`config.mk`:
```
export PLATFORM = sky130hd
export DESIGN_NAME = mips_instr_encoder_loader
export DESIGN_NICKNAME = d
export VERILOG_FILES = /design/src/rtl/mips_pkg.sv /design/src/rtl/mips_instr_encode.sv /design/src/rtl/mips_instr_encoder_loader.sv
export SDC_FILE = /design/constraint.sdc
export NUM_CORES = 1
export LEC_CHECK = 0
export CAP_MARGIN = 20
export CORE_MARGIN = 2
export CORE_UTILIZATION = 48
export DETAILED_ROUTE_END_ITERATION = 8
export GPL_TIMING_DRIVEN = 1
export PLACE_DENSITY = 0.89
export SYNTH_ARGS = -nofsm -noshare
export SYNTH_HDL_FRONTEND = slang
export SYNTH_SLANG_ARGS = --single-unit
export TNS_END_PERCENT = 30
```
`constraint.sdc`:
```
create_clock -name clk -period 6.7 [get_ports clk]
set_clock_uncertainty 0.05 [all_clocks]
set_input_delay 1.34 -clock clk [delete_from_list [all_inputs] [get_ports clk]]
set_output_delay 1.34 -clock clk [all_outputs]
set_load 0.02 [all_outputs]
```
`src/rtl/mips_pkg.sv`:
```
// rtl/mips_pkg.sv - shared MIPS opcode constants, request class codes and loader FSM states
package mips_pkg;

  // Primary opcodes, shared with the main decoder
  localparam logic [5:0] OP_RTYPE = 6'b000000;
  localparam logic [5:0] OP_LW    = 6'b100011;
  localparam logic [5:0] OP_SW    = 6'b101011;
  localparam logic [5:0] OP_BEQ   = 6'b000100;
  localparam logic [5:0] OP_ADDI  = 6'b001000;
  localparam logic [5:0] OP_J     = 6'b000010;

  // Request class codes; 6 and 7 are illegal
  localparam logic [2:0] CLS_R    = 3'd0;
  localparam logic [2:0] CLS_LW   = 3'd1;
  localparam logic [2:0] CLS_SW   = 3'd2;
  localparam logic [2:0] CLS_BEQ  = 3'd3;
  localparam logic [2:0] CLS_ADDI = 3'd4;
  localparam logic [2:0] CLS_J    = 3'd5;

  // Loader FSM states; ST_VERIFY is only reachable in the readback build
  typedef enum logic [1:0] {
    ST_IDLE   = 2'd0,
    ST_ENCODE = 2'd1,
    ST_WRITE  = 2'd2,
    ST_VERIFY = 2'd3
  } state_e;

endpackage

```
`src/rtl/mips_instr_encode.sv`:
```
// rtl/mips_instr_encode.sv - combinational field-to-word MIPS encoder with illegal-class flag
module mips_instr_encode
  import mips_pkg::*;
(
  input  logic [2:0]  cls_i,
  input  logic [4:0]  rs_i,
  input  logic [4:0]  rt_i,
  input  logic [4:0]  rd_i,
  input  logic [4:0]  shamt_i,
  input  logic [5:0]  funct_i,
  input  logic [15:0] imm_i,
  input  logic [25:0] target_i,
  output logic [31:0] word_o,
  output logic        illegal_o
);

  // Pack fields per instruction format; fields a format does not use are ignored
  always_comb begin
    word_o    = 32'd0;
    illegal_o = 1'b0;
    case (cls_i)
      CLS_R:    word_o = {OP_RTYPE, rs_i, rt_i, rd_i, shamt_i, funct_i};
      CLS_LW:   word_o = {OP_LW,   rs_i, rt_i, imm_i};
      CLS_SW:   word_o = {OP_SW,   rs_i, rt_i, imm_i};
      CLS_BEQ:  word_o = {OP_BEQ,  rs_i, rt_i, imm_i};
      CLS_ADDI: word_o = {OP_ADDI, rs_i, rt_i, imm_i};
      CLS_J:    word_o = {OP_J, target_i};
      default:  illegal_o = 1'b1;
    endcase
  end

endmodule

```
`src/rtl/mips_instr_encoder_loader.sv`:
```
// rtl/mips_instr_encoder_loader.sv - sequential instruction-memory loader; optional readback via MIPS_ENC_READBACK_EN
module mips_instr_encoder_loader
  import mips_pkg::*;
#(
  parameter int ADDR_W = 5,
  parameter int DEPTH  = 32
) (
  input  logic              clk,
  input  logic              rst,
  input  logic              clear,
  input  logic              req_valid,
  output logic              req_ready,
  input  logic [2:0]        req_class,
  input  logic [4:0]        req_rs,
  input  logic [4:0]        req_rt,
  input  logic [4:0]        req_rd,
  input  logic [4:0]        req_shamt,
  input  logic [5:0]        req_funct,
  input  logic [15:0]       req_imm,
  input  logic [25:0]       req_target,
  output logic              imem_we,
  output logic [ADDR_W-1:0] imem_addr,
  output logic [31:0]       imem_wdata,
  input  logic [31:0]       imem_rdata,
  output logic [ADDR_W:0]   wr_count,
  output logic              full,
  output logic              err_illegal,
  output logic              err_verify
);

  localparam logic [ADDR_W:0]   DEPTH_C = (ADDR_W + 1)'(DEPTH);
  localparam logic [ADDR_W:0]   ONE_C   = (ADDR_W + 1)'(1);

  state_e             state_q;
  logic [2:0]         cls_q;
  logic [4:0]         rs_q, rt_q, rd_q, shamt_q;
  logic [5:0]         funct_q;
  logic [15:0]        imm_q;
  logic [25:0]        target_q;
  logic [31:0]        wdata_q;
  logic               we_q;
  logic [ADDR_W:0]    cnt_q;
  logic [ADDR_W:0]    cnt_d;
  logic [31:0]        enc_word;
  logic               enc_illegal;
  logic               xfer;

  mips_instr_encode u_encode (
    .cls_i     (cls_q),
    .rs_i      (rs_q),
    .rt_i      (rt_q),
    .rd_i      (rd_q),
    .shamt_i   (shamt_q),
    .funct_i   (funct_q),
    .imm_i     (imm_q),
    .target_i  (target_q),
    .word_o    (enc_word),
    .illegal_o (enc_illegal)
  );

  // The write pointer doubles as the written-word count, so one counter serves both
  assign cnt_d     = cnt_q + ONE_C;
  assign full      = (cnt_q == DEPTH_C);
  assign req_ready = (state_q == ST_IDLE) && !full;
  assign xfer      = req_valid && req_ready;
  assign wr_count  = cnt_q;
  assign imem_wdata = wdata_q;
  // A clear landing in the WRITE cycle must suppress the strobe already registered
  assign imem_we     = we_q && !clear && !rst;
  assign err_illegal = (state_q == ST_ENCODE) && enc_illegal && !clear && !rst;

`ifdef MIPS_ENC_READBACK_EN
  logic verr_q;
  assign err_verify = verr_q;
  // During VERIFY the pointer has already advanced, so look back at the word just written
  assign imem_addr  = (state_q == ST_VERIFY) ? (cnt_q[ADDR_W-1:0] - ONE_C[ADDR_W-1:0])
                                             : cnt_q[ADDR_W-1:0];
`else
  logic unused_rdata;
  assign unused_rdata = ^imem_rdata;
  assign err_verify   = 1'b0;
  assign imem_addr    = cnt_q[ADDR_W-1:0];
`endif

  // Loader FSM: capture request, encode, strobe the write, optionally verify
  always_ff @(posedge clk) begin
    if (rst || clear) begin
      state_q <= ST_IDLE;
      cnt_q   <= '0;
      we_q    <= 1'b0;
      wdata_q <= 32'd0;
`ifdef MIPS_ENC_READBACK_EN
      verr_q  <= 1'b0;
`endif
    end else begin
      case (state_q)
        ST_IDLE: begin
          if (xfer) begin
            cls_q    <= req_class;
            rs_q     <= req_rs;
            rt_q     <= req_rt;
            rd_q     <= req_rd;
            shamt_q  <= req_shamt;
            funct_q  <= req_funct;
            imm_q    <= req_imm;
            target_q <= req_target;
            state_q  <= ST_ENCODE;
          end
        end
        ST_ENCODE: begin
          if (enc_illegal) begin
            state_q <= ST_IDLE;
          end else begin
            wdata_q <= enc_word;
            we_q    <= 1'b1;
            state_q <= ST_WRITE;
          end
        end
        ST_WRITE: begin
          we_q    <= 1'b0;
          cnt_q   <= cnt_d;
`ifdef MIPS_ENC_READBACK_EN
          state_q <= ST_VERIFY;
`else
          state_q <= ST_IDLE;
`endif
        end
`ifdef MIPS_ENC_READBACK_EN
        ST_VERIFY: begin
          if (imem_rdata != wdata_q) verr_q <= 1'b1;
          state_q <= ST_IDLE;
        end
`endif
        default: state_q <= ST_IDLE;
      endcase
    end
  end

endmodule

```
# After elaboration in Yosys (flattened, before gate mapping)
# Index checks and enable logic that the tools add are counted.
dict set report word_totals {
  ff_bits 112
  input_bits 107
  out_inout_bits 48
  wordCells 49
}
dict set report classes {
  add_sub_neg 1
  n_eq_ne 10
  muxes 7
  bitwise 1
  reduce_logical 18
}
# operator n
set op_table {}
lappend op_table {{case mux 32 bit (6 select lines)} 1}
lappend op_table {{logical AND 1 bit} 7}
lappend op_table {{adder 6 x 1 -> 6 bit, second input constant} 1}
lappend op_table {{equality test 3 x 2 -> 1 bit, second input constant} 2}
lappend op_table {{equality test 3 bit, second input constant} 2}
lappend op_table {{equality test 6 bit, second input constant} 1}
lappend op_table {{OR reduction 6 bit} 1}
lappend op_table {{2-to-1 mux 2 bit} 2}
lappend op_table {{!= test 2 bit, second input constant} 2}
lappend op_table {{case mux 2 bit (2 select lines)} 1}
lappend op_table {{AND reduction 2 bit} 2}
lappend op_table {{equality test 3 x 1 -> 1 bit, second input constant} 1}
lappend op_table {{logical NOT 1 bit} 3}
lappend op_table {{logical NOT 3 bit} 1}
lappend op_table {{AND reduction 3 bit} 1}
lappend op_table {{equality test 2 x 1 -> 1 bit, second input constant} 1}
lappend op_table {{equality test 2 bit, second input constant} 1}
lappend op_table {{logical NOT 2 bit} 1}
lappend op_table {{2-to-1 mux 1 bit} 2}
lappend op_table {{case mux 1 bit (2 select lines)} 1}
lappend op_table {{nonzero test 2 bit} 1}
lappend op_table {{logical OR 1 bit} 1}
lappend op_table {{inverter 1 bit} 1}

# Longest topological paths before layout
dict set report logic_depth {
  depth_word 6
  mapped_depth 6
  ltp_nobuf 5
}

# By module
# Synthesis repeated with hierarchy kept, for this count alone.
dict set report hier_totals {
  hier_cells 375
  area_unflattened_um2 4436.8
}
# module instances cells_per_inst area_per_inst_um2 seq_area_each_um2
set by_module_without_submodules {}
lappend by_module_without_submodules {mips_instr_encoder_loader 1 267 3733.6 2952.8}
lappend by_module_without_submodules {mips_instr_encode 1 108 703.2 0.0}

# Least setup slack after synthesis
# No wires, ideal clock.
dict set report synth_path {
  path_type {flip-flop to flip-flop}
  start {register cnt_q[0], in the netlist wr_count[0]}
  end {register cls_q[0], enable pin}
  setup_time_ns 0.437
  arrival_ns 3.474
  required_ns 6.213
  setup_slack_ns 2.738
  stages_incl_launch_ff 6
  path_buffers 0
  period_less_slack_ns 3.962
  cell_sequence {dfxtp_1 inv_1 ha_1 nor2b_1 a311oi_1 and3_1}
}
dict set report synth_between {
  elab_chain_cells 5
}
# element line_no
set synth_rtl {}
lappend synth_rtl {{start: declaration} mips_instr_encoder_loader.sv:42} ;# logic [ADDR_W:0] cnt_q;
lappend synth_rtl {{start signal: assignment} mips_instr_encoder_loader.sv:121} ;# cnt_q <= cnt_d;
lappend synth_rtl {{equality test 6 bit} mips_instr_encoder_loader.sv:63} ;# assign full = (cnt_q == DEPTH_C);
lappend synth_rtl {{logical NOT 1 bit} mips_instr_encoder_loader.sv:64} ;# assign req_ready = (state_q == ST_IDLE) && !full;
lappend synth_rtl {{logical AND 1 bit} mips_instr_encoder_loader.sv:64}
lappend synth_rtl {{named net req_ready} mips_instr_encoder_loader.sv:12} ;# output logic req_ready,
lappend synth_rtl {{logical AND 1 bit} mips_instr_encoder_loader.sv:65} ;# assign xfer = req_valid && req_ready;
lappend synth_rtl {{AND reduction 3 bit (no line)} n/a}
lappend synth_rtl {{end signal: assignment} mips_instr_encoder_loader.sv:99} ;# cls_q <= req_class;
lappend synth_rtl {{end: declaration} mips_instr_encoder_loader.sv:35} ;# logic [2:0] cls_q;
# The timed path passes the listed nets, and every way through them passes these cells.
# A chain may end at the register's enable or synchronous reset.

# Worst setup path in the final report
dict set report layout_path {
  start {input port rst}
  end {output port err_illegal}
}
dict set report layout_between {
  elab_chain_cells 2
}
# element line_no
set layout_rtl {}
lappend layout_rtl {{start: declaration} mips_instr_encoder_loader.sv:9} ;# input logic rst,
lappend layout_rtl {{logical NOT 1 bit} mips_instr_encoder_loader.sv:70} ;# assign err_illegal = (state_q == ST_ENCODE) && enc_illegal && !clear && !rst;
lappend layout_rtl {{logical AND 1 bit} mips_instr_encoder_loader.sv:70}
lappend layout_rtl {{end: declaration} mips_instr_encoder_loader.sv:27} ;# output logic err_illegal,
# Every way passes these cells.

==> flow_summary_export.csv <==
group,metric,value,unit
floorplan,row_count,34,
worst_setup_path,reg2reg_depth,6,
clock_network,cts.htree.levels,3,
global_routing,grt_max_degree,72,
power,pwr-share-seq,0.608,
yosys,netlist_area,4240,um^2
clock_network,cts_tree,"done",
clock_network,cts_buffer_depth,2,
worst_hold_path,worstHoldStart,"we_q",
worst_hold_path,min_delay_worst_endpoint,"we_q",
flow_run,max-cap-violations,0,
yosys,syn_avg_cell_area,13.2,um^2
layout,nNetsFinal,531,
worst_setup_path,cp-end-kind,"output pin",
sta,post-route-min-period,4710,ps
sta,worst_pin_slew,997,ps
clock_network,clkSlewWorstSetupHoldPaths,90,ps
global_routing,grt_remaining_overflow,0,
sta,period_share,0.703,
yosys,seq_area_frac_synth,0.688,
worst_hold_path,hold_class,"reg -> reg",
power,p_sw_frac,0.213,
power,p_leak,1.78,nW
worst_setup_path,cp.arrival,3320,ps
clock_network,cts_resized,0,
placement,gp_congestion,0.768,
global_routing,antenna_found_initial,0,
power,p_comb_frac,0.079,
power,vdd_drop_max,0.165,mV
worst_setup_path,worstSetupStartpointType,"primary input",
layout,final_cell_mix,"clkdlybuf4s50_1 (120), edfxtp_1 (71), dfxtp_1 (39), a21oi_1 (35), a211oi_1 (26)",
worst_setup_path,crit_path_max_incr_delay,650,ps
routing,ant_nets,0,
routing,wire_per_inst,17.8,um
worst_setup_path,reg2reg_from,"wr_count[0]",
global_routing,grt_pass1_vias,3080,
floorplan,num_io_pins,155,
power,p_int,0.965,mW
power,powerDensity,220,nW/um^2
layout,syn2layout_area_growth,31.6,%
sta,setup_viol,0,
routing,routed_wl,9500,um
clock_network,cts_buffers,9,
placement,dp.cells,518,
floorplan,fp.dieArea,9590,um^2
layout,instances_no_fill,535,
power,p_switching,0.262,mW
worst_hold_path,hold_path_depth,2,
routing,route.detailed.drc,0,
outcome,status,"finished, final reports clean",
clock_network,cts_setup_buffers,0,
global_routing,grt_pass1_wl,15100,um
yosys,synth_cell_types,40,
worst_setup_path,path_max_fanout,39,
worst_setup_path,reg2reg_to,"imm_q[13]",
floorplan,core,8640,um^2
routing,dr_total_vias,3008,
worst_setup_path,rrSetupSlack,4050,ps
worst_setup_path,slowest_stage,"clkdlybuf4s50_1",
clock_network,ctsHoldBuffers,0,
clock_network,cts_sinks,110,
placement,io_buffers,120,
placement,place_hpwl,6390,um
routing,dr.first_iter.drc_count,200,
worst_setup_path,crit_buf_inv,2,
yosys,synth_warnings,0,
yosys,ys_ff_latch,110,
worst_setup_path,cp_top_family,"buffers and inverters",
sta,hold_violations,0,
worst_setup_path,cp.required,5310,ps
sta,rsz0062_at_grt,"no",
worst_setup_path,path_class,"in -> out",
power,clkPwrFrac,0.314,
sta,max_freq,0.212,GHz
floorplan,dieHeight,97.9,um
sta,fin_setup_tns,0,ps
routing,vias_per_cell,5.62,
routing,dr.pass1.iters,5,
layout,drive_above_1_share,0.0539,
layout,final_common_cell,"clkdlybuf4s50_1",
global_routing,grt_usage,0.201,
worst_setup_path,crit_path_cell_trace,"clkdlybuf4s50_1 -> or2_2 -> nor3_1 -> clkdlybuf4s50_1",
sta,slew_headroom,0.336,
sta,slew_viol_final,0,
layout,insertedDiodeCount,0,
floorplan,initial_utilization,0.490,
floorplan,dieWidth,97.9,um
worst_setup_path,startpoint,"rst",
worst_setup_path,crit_top_cell,"clkdlybuf4s50_1",
clock_network,clk_latency,360,ps
yosys,syn_inst,321,
clock_network,cts_root_buf,"clkbuf_8",
==> metal layers <==
layer  vias to the layer above  track usage  part of all wire
met3                        17       0.0451             0.065
met4                         0       0.0801             0.026
met2                       126        0.357              0.53
met1                      1452        0.237              0.38
met5                         -            0                 0
li1                       1413            -                 -
==> area by class of cell <==
cell class	instances	area (um^2)
timing repair buffer	123	1230
fill	655	3060
clock inverter	6	62.6
clock buffer	10	128
inverter	4	15.0
sequential	110	2910
multi-input combinational	174	1090
tap	108	135
==> per-stage QoR <==
stage,instance area [um^2],hold WS (ps),utilization,worst slack [ps],total power [mW]
after floorplan,4240,382,-,2740,0.800
after global placement,5370,397,0.622,2010,0.853
after detailed placement,5370,410,0.622,2000,0.857
after CTS,5560,423,0.644,1990,1.23
after global routing,5580,461,0.646,1890,1.27
final,5580,425,0.646,1990,1.23
==> worst max path at each step <==
stage             endpoint  depth (start not counted)
2_1_floorplan     cls_q[0]                          5
4_1_cts        err_illegal                          4
3_3_place_gp   err_illegal                          4
6_report       err_illegal                          4
3_5_place_dp   err_illegal                          4
5_1_grt        err_illegal                          4
==> worst min-delay path: cells and delay by family (launching register included) <==
family	cells	cell delay [ps]
AO/OA/AOI/OAI	1	60
flip-flops	1	320
AND/OR/NAND/NOR	1	50
==> sequential cells by signal, indices dropped and copies added (netlist names) <==
register and cells:
imem_wdata 30, target_q 26, imm_q 16, funct_q 6
wr_count 6, rd_q 5, rs_q 5, rt_q 5
shamt_q 5, cls_q 3, state_q 2, we_q 1
==> power groups by stage <==
stage,logic [mW],clock network [mW],registers [mW]
2_1_floorplan,0.0373,0,0.763
3_3_place_gp,0.0924,0,0.761
3_5_place_dp,0.0959,0,0.761
4_1_cts,0.0963,0.392,0.746
5_1_grt,0.104,0.424,0.748
6_report,0.0965,0.385,0.746
==> Yosys cell counts <==
| cell | n | area, um^2 |
|---|---|---|
| edfxtp_1 | 71 | 2130 |
| dfxtp_1 | 39 | 781 |
| a21oi_1 | 35 | 175 |
| a211oi_1 | 26 | 195 |
| nand2_1 | 21 | 78.8 |
| a311oi_1 | 17 | 149 |
| nand3_1 | 17 | 85.1 |
| buf_4 | 15 | 113 |
| a22oi_1 | 9 | 67.6 |
| buf_2 | 7 | 35.0 |
| clkbuf_1 | 6 | 22.5 |
| nor2_1 | 6 | 22.5 |
| o21ai_0 | 5 | 25.0 |
| buf_6 | 4 | 45.0 |
| inv_1 | 4 | 15.0 |
| or3_1 | 4 | 25.0 |
| and2_1 | 3 | 18.8 |
| and3_1 | 3 | 18.8 |
| ha_1 | 2 | 25.0 |
| nand2b_1 | 2 | 12.5 |
| nor2b_1 | 2 | 12.5 |
| nor3_1 | 2 | 10.0 |
| or4_1 | 2 | 15.0 |
| xnor2_1 | 2 | 17.5 |
| xor2_1 | 2 | 17.5 |
| a21o_1 | 1 | 7.51 |
| a221oi_1 | 1 | 8.76 |
| and3b_1 | 1 | 8.76 |
| buf_1 | 1 | 3.75 |
| clkbuf_2 | 1 | 5.00 |
| conb_1 | 1 | 3.75 |
| mux2i_1 | 1 | 10.0 |
| nand3b_1 | 1 | 7.51 |
| nand4_1 | 1 | 6.26 |
| nor2_2 | 1 | 6.26 |
| nor3_4 | 1 | 16.3 |
| nor3b_1 | 1 | 7.51 |
| o21ai_4 | 1 | 16.3 |
| o31ai_1 | 1 | 7.51 |
| or2_2 | 1 | 6.26 |
==> kinds of logic after synthesis <==
group           Yosys count  share of synthesized area
xor+xnor                  4                    0.00827
flops                   110                      0.688
other cells               1                   0.000885
mux                       1                    0.00236
fa+ha+maj                 2                    0.00591
buf+inv                  38                     0.0564
simple gates             69                     0.0845
compound gates           96                      0.154
Power figures use the tool's default switching activity.
